$ cat config.mk
export PLATFORM = sky130hd
export DESIGN_NAME = capture_scheduler
export DESIGN_NICKNAME = d
export VERILOG_FILES = /design/src/rtl/capture_scheduler.sv
export SDC_FILE = /design/constraint.sdc
export NUM_CORES = 1
export LEC_CHECK = 0
export BUFFER_PORTS_ARGS = -buffer_cell sky130_fd_sc_hd__buf_2
export CAP_MARGIN = 20
export CORE_MARGIN = 2
export CORE_UTILIZATION = 24
export DETAILED_ROUTE_END_ITERATION = 6
export GPL_TIMING_DRIVEN = 1
export PLACE_DENSITY = 0.46
export SKIP_LAST_GASP = 1
export SYNTH_ARGS = -nofsm -noshare
export SYNTH_HDL_FRONTEND = slang
export SYNTH_SLANG_ARGS = --single-unit
$ cat constraint.sdc
create_clock -name clk -period 9.63 [get_ports clk]
set_input_delay 2.4075 -clock clk [delete_from_list [all_inputs] [get_ports clk]]
set_output_delay 2.4075 -clock clk [all_outputs]
set_load 0.02 [all_outputs]
$ cat src/rtl/capture_scheduler.sv
// capture_scheduler
//   Sequences frame captures across two imager channels (cam0, cam1) on a
//   programmable round period. Each round visits every enabled channel in
//   ascending order. A start is held off while the target FIFO is almost
//   full. A channel that never reports done is recovered by a timeout and a
//   one-cycle channel reset.
//
// Ports
//   clk, reset        system clock, synchronous active-high reset
//   enable            level, run rounds continuously
//   single_shot       pulse, run exactly one round (ignored while busy)
//   cam_enable[1:0]   per-channel participation
//   frame_period      cycles from one round start to the next (0 = back-to-back)
//   err_clear         pulse, clears timeout_err and overrun
//   camN_done         frame_capture_done from channel N
//   camN_fifo_afull   channel N FIFO almost full
//   camN_start        one-cycle frame_capture_start to channel N
//   camN_reset        one-cycle channel reset after a timeout on channel N
//   busy              scheduler is not idle
//   active_cam        currently selected channel
//   frame_count       completed frames on both channels, wrapping
//   timeout_err       sticky, a capture timed out
//   overrun           sticky, a round lasted longer than frame_period
module capture_scheduler #(
    parameter int unsigned          PERIOD_W    = 24,
    parameter int unsigned          TIMEOUT_W   = 24,
    parameter logic [TIMEOUT_W-1:0] TIMEOUT_MAX = {TIMEOUT_W{1'b1}},
    parameter int unsigned          COUNT_W     = 16
) (
    input  logic                clk,
    input  logic                reset,
    input  logic                enable,
    input  logic                single_shot,
    input  logic [1:0]          cam_enable,
    input  logic [PERIOD_W-1:0] frame_period,
    input  logic                err_clear,
    input  logic                cam0_done,
    input  logic                cam1_done,
    input  logic                cam0_fifo_afull,
    input  logic                cam1_fifo_afull,
    output logic                cam0_start,
    output logic                cam1_start,
    output logic                cam0_reset,
    output logic                cam1_reset,
    output logic                busy,
    output logic                active_cam,
    output logic [COUNT_W-1:0]  frame_count,
    output logic                timeout_err,
    output logic                overrun
);

    typedef enum logic [2:0] {
        IDLE, SELECT, WAIT_FIFO, START, CAPTURE, NEXT, WAIT_PERIOD
    } state_t;

    state_t                state, state_next;
    logic [PERIOD_W-1:0]   period_cnt, period_cnt_inc;
    logic [TIMEOUT_W-1:0]  timeout_cnt;
    logic                  single_round;
    logic                  prev_was_next;
    logic                  sel_afull, sel_done, lowest_cam;
    logic                  round_start, advance_cam, frame_done;
    logic                  capture_timeout, set_overrun;

    assign sel_afull      = active_cam ? cam1_fifo_afull : cam0_fifo_afull;
    assign sel_done       = active_cam ? cam1_done : cam0_done;
    assign lowest_cam     = ~cam_enable[0];
    assign period_cnt_inc = (period_cnt == '1) ? period_cnt : period_cnt + 1'b1;
    assign busy           = (state != IDLE);

    always_ff @(posedge clk) begin
        if (reset) state <= IDLE;
        else       state <= state_next;
    end

    always_comb begin
        state_next      = state;
        round_start     = 1'b0;
        advance_cam     = 1'b0;
        frame_done      = 1'b0;
        capture_timeout = 1'b0;
        set_overrun     = 1'b0;
        case (state)
            IDLE: begin
                if ((enable || single_shot) && cam_enable != '0) begin
                    state_next  = SELECT;
                    round_start = 1'b1;
                end
            end
            SELECT:    state_next = WAIT_FIFO;
            WAIT_FIFO: if (!sel_afull) state_next = START;
            START:     state_next = CAPTURE;
            CAPTURE: begin
                if (sel_done) begin
                    frame_done = 1'b1;
                    state_next = NEXT;
                end else if (timeout_cnt == TIMEOUT_MAX) begin
                    capture_timeout = 1'b1;
                    state_next      = NEXT;
                end
            end
            NEXT: begin
                if (!active_cam && cam_enable[1]) begin
                    advance_cam = 1'b1;
                    state_next  = SELECT;
                end else if (single_round || !enable) begin
                    state_next = IDLE;
                end else begin
                    state_next = WAIT_PERIOD;
                end
            end
            WAIT_PERIOD: begin
                if (!enable || cam_enable == '0) begin
                    state_next = IDLE;
                end else begin
                    // period_cnt is 0 in the round's first cycle, so the
                    // cycles elapsed so far including this one is cnt+1.
                    if (prev_was_next && frame_period != '0 &&
                        period_cnt >= frame_period)
                        set_overrun = 1'b1;
                    if (period_cnt_inc >= frame_period) begin
                        state_next  = SELECT;
                        round_start = 1'b1;
                    end
                end
            end
            default: state_next = IDLE;
        endcase

        // Pulses are suppressed on the reset cycle itself.
        cam0_start = !reset && state == START && !active_cam;
        cam1_start = !reset && state == START &&  active_cam;
        cam0_reset = !reset && capture_timeout && !active_cam;
        cam1_reset = !reset && capture_timeout &&  active_cam;
    end

    always_ff @(posedge clk) begin
        if (reset) begin
            period_cnt    <= '0;
            timeout_cnt   <= '0;
            active_cam    <= 1'b0;
            frame_count   <= '0;
            timeout_err   <= 1'b0;
            overrun       <= 1'b0;
            single_round  <= 1'b0;
            prev_was_next <= 1'b0;
        end else begin
            prev_was_next <= (state == NEXT);

            if (round_start || state == IDLE) period_cnt <= '0;
            else                              period_cnt <= period_cnt_inc;

            if (round_start)      active_cam <= lowest_cam;
            else if (advance_cam) active_cam <= 1'b1;

            if (state == START)        timeout_cnt <= '0;
            else if (state == CAPTURE) timeout_cnt <= timeout_cnt + 1'b1;

            if (frame_done) frame_count <= frame_count + 1'b1;

            if (state == IDLE && round_start) single_round <= !enable;

            if (capture_timeout) timeout_err <= 1'b1;
            else if (err_clear)  timeout_err <= 1'b0;

            if (set_overrun)    overrun <= 1'b1;
            else if (err_clear) overrun <= 1'b0;
        end
    end

endmodule
==> flow_metrics.tcl <==
set metrics [dict create \
    outcome "finished, final reports clean" \
    ys_ff_latch 72 \
    type_of_element_launching_the_critical_path "input port" \
    maxSlewHeadroom_pct 37.97 \
    drtIter0Drc 190 \
    initial_utilization_pct 24.35 \
    maxCapViolations 0 \
    async_reset_ff_share_pct 0 \
    crit_fanout 4 \
    drive_gt1_share_pct 15.08 \
    static-leakage-power_nw 2.424 \
    post_synthesis_mean_instance_area_um2 8.557 \
    placementRows 51 \
    cts_root_buffer "sky130_fd_sc_hd__clkbuf_16" \
    tightestPinTransition_ns 0.9304 \
    clock_skew_ns 0.008502 \
    htreeDepth 3 \
    cellPowerDensity_nw_per_um2 135.1 \
    drt_drc_violations_left 0 \
    grt_usage_pct 12.63 \
    timing.fmax_mhz 166.5 \
    io_buffer_count 58 \
    cts_resized 0 \
    drt_first_pass_iters 4 \
    clk-insertion-delay-late_ns 0.34 \
    synthesis.instances 552 \
    detailed_place.area_um2 5264 \
    weighted_congestion_reported_at_the_end_of_routability_driven_placement 0.8632 \
    max-clock-path-buffers 2 \
    finish.instance_area_um2 5610 \
    number_of_antenna_violations_at_the_first_check_in_global_routing 0 \
    drt-wirelength-per-cell_um 14.36 \
    grt_overflow 0 \
    post-dp-hpwl_um 9657 \
    hold_slack_ns 0.4541 \
    maxSlewViolCount 0 \
    setup_viol 0 \
    synth_edf_count 0 \
    chipWidth_um 144.3 \
    finalCritPeriodShare_pct 62.38 \
    finalNetCount 691 \
    diodes 0 \
    numClockSinks 72 \
    cts_tree "built" \
    synth_cell_types 59 \
    postLayoutCoreUtil_pct 28.92 \
    die_height_um 144.3 \
    finalHoldViolations 0 \
    cts_made_buffers 9 \
    min_period_ns 6.007 \
    fillers 2084 \
    core-area_um2 19400 \
    cp.arrival_ns 3.60 \
    critical_path_class "input port to primary output" \
    synth_top_flop_cell "sky130_fd_sc_hd__dfxtp_1" \
    design.portCount 59 \
    proportion_of_synthesized_chip_area_in_sequential_cells_pct 30.52 \
    synth.net_count 638 \
    largest_net_degree_at_the_start_of_global_routing 30 \
    syn2layout_area_growth_pct 18.78 \
    grt_util_met1_pct 16.24 \
    synth.yosys.warnings 0 \
    route.antenna.remaining_nets 0 \
    cp.required_ns 7.22 \
    finalSetupTns_ns 0 \
    setup_bufs_post_cts 0 \
    syn-cell-area_um2 4723 \
    met2_usage_pct 20.80 \
    vias_per_cell 4.738 \
    clock_pin_transition_on_the_worst_setup_and_hold_timing_paths_ns 0.06 \
    ctsHoldBuffers 0 \
    die-area_um2 20820 \
    rsz0062_at_grt "false" \
    top_usage_layer "met2" \
    wirelength_um 12570 \
    worst_setup_path_end_kind "primary output" \
    wire_length_of_the_first_global_routing_pass_um 20660 \
    power.ir.vdd_worst_v 0.00007127 \
    via_count 4146 \
    use_met3_pct 2.384 \
    hold_class "flop to flop" \
    grt_pass1_vias 4060 \
]
## routing by layer
layer / vias up / routed length (µm) / part of all wire, %
met2: 76 / 5905 / 47
met3: 16 / 416 / 3.3
met1: 1961 / 5971 / 48
met4: 0 / 275 / 2.2
li1: 2093 / - / -
met5: - / 0 / 0
## synth_stat cells (3+ instances only)
| library cell | count | area share [%] |
|---|---|---|
| sky130_fd_sc_hd__a2111oi_0 | 3 | 0.56 |
| sky130_fd_sc_hd__a21o_1 | 9 | 1.4 |
| sky130_fd_sc_hd__a21oi_1 | 23 | 2.4 |
| sky130_fd_sc_hd__a31oi_1 | 3 | 0.40 |
| sky130_fd_sc_hd__a41oi_1 | 3 | 0.56 |
| sky130_fd_sc_hd__and2_1 | 5 | 0.66 |
| sky130_fd_sc_hd__and3_1 | 11 | 1.5 |
| sky130_fd_sc_hd__and4_1 | 11 | 2.0 |
| sky130_fd_sc_hd__buf_2 | 5 | 0.53 |
| sky130_fd_sc_hd__clkbuf_1 | 11 | 0.87 |
| sky130_fd_sc_hd__dfxtp_1 | 72 | 31 |
| sky130_fd_sc_hd__ha_1 | 51 | 14 |
| sky130_fd_sc_hd__inv_1 | 29 | 2.3 |
| sky130_fd_sc_hd__mux2i_1 | 3 | 0.64 |
| sky130_fd_sc_hd__nand2_1 | 37 | 2.9 |
| sky130_fd_sc_hd__nand2b_1 | 5 | 0.66 |
| sky130_fd_sc_hd__nand3_1 | 27 | 2.9 |
| sky130_fd_sc_hd__nand4_1 | 25 | 3.3 |
| sky130_fd_sc_hd__nor2_1 | 61 | 4.8 |
| sky130_fd_sc_hd__nor2b_1 | 4 | 0.53 |
| sky130_fd_sc_hd__nor3_1 | 8 | 0.85 |
| sky130_fd_sc_hd__nor3b_1 | 25 | 4.0 |
| sky130_fd_sc_hd__nor4_1 | 7 | 0.93 |
| sky130_fd_sc_hd__o211ai_1 | 4 | 0.64 |
| sky130_fd_sc_hd__o21a_1 | 3 | 0.48 |
| sky130_fd_sc_hd__o21ai_0 | 10 | 1.1 |
| sky130_fd_sc_hd__or3_1 | 5 | 0.66 |
| sky130_fd_sc_hd__xnor2_1 | 21 | 3.9 |
| sky130_fd_sc_hd__xor2_1 | 31 | 5.7 |
## report_power, final
group	switching, W	total, W	internal (W)	leakage (nW)
Combinational	0.0000473	0.0000783	0.0000310	1.69
Clock	0.000140	0.000369	0.000228	0.153
Sequential	0.00000874	0.000311	0.000302	0.581
## final timing paths
kind,from,end,slack [ns],cells past startpoint
max reg2reg,period_cnt[5],period_cnt[10],5.44,14
max,cam1_done,cam1_reset,3.62,6
min,timeout_err,timeout_err,0.45,2
min reg2reg,timeout_err,timeout_err,0.45,2
## placed cells by master, fill, tap and decap left out, drive strengths merged, types with 2 or more instances in the layout
master   Yosys  routed
a21o         9       9
inv         29      31
xor2        31      31
clkbuf      11      10
a311oi       2       2
nand2b       5       5
a21boi       4       4
or3          5       5
mux2i        3       3
o21a         3       3
a31oi        3       3
and3        11      11
xnor2       21      21
a21oi       23      23
nor2b        4       4
a2111oi      3       3
nor4         8       8
nand4       26      26
mux2         2       2
nand2       37      37
nor3b       27      27
nand3       28      28
a41oi        3       3
dfxtp       72      72
bufinv       0       2
o211ai       4       4
and4        13      13
nand3b       2       2
o21ai       10      10
a22oi        2       2
ha          51      51
and2         5       5
a211oi       2       2
nor3        11      11
nor2        62      62
buf          8      61
## logic make-up after synthesis
kind of cell / count (synthesis) / synth area share, %
compound gates: 76 / 10.76
flops: 72 / 30.52
mux: 5 / 1.113
simple gates: 248 / 30.12
buf+inv: 48 / 4.344
fa+ha+maj: 51 / 13.51
xor+xnor: 52 / 9.642
## flip-flops by register name, summed over array words and instances, names as in the netlist
register,count
period_cnt,24
timeout_cnt,24
frame_count,16
state,3
active_cam,1
overrun,1
prev_was_next,1
single_round,1
timeout_err,1
## final cells by class
class / count / area (µm²) / share of cell area [%]
clock buffers: 10 / 229.0 / 4.081
clock inverters: 6 / 90.09 / 1.606
inverters: 29 / 108.9 / 1.940
multi-input cells: 432 / 3077 / 54.84
flip-flops and latches: 72 / 1441 / 25.69
well taps: 265 / 331.6 / 5.910
repair buffers: 61 / 332.8 / 5.932
## worst max-delay path, stage by stage
cell and delay [ns]:
sky130_fd_sc_hd__buf_2 0.10, sky130_fd_sc_hd__mux2i_1 0.35, sky130_fd_sc_hd__nand2_1 0.10, sky130_fd_sc_hd__or3_1 0.35
sky130_fd_sc_hd__nor2_1 0.11, sky130_fd_sc_hd__buf_2 0.17
## through the flow
step                setup WS [ns]  std cells  power [W]
CTS                         3.642        874  0.0007653
detailed placement          3.654        858  0.0003922
global placement            3.676        858  0.0003911
finish                      3.623        875  0.0007580
global route                3.574        875  0.0007936
floorplan                   3.784        552  0.0003674
Note: power is estimated with default switching activity, not from simulation.
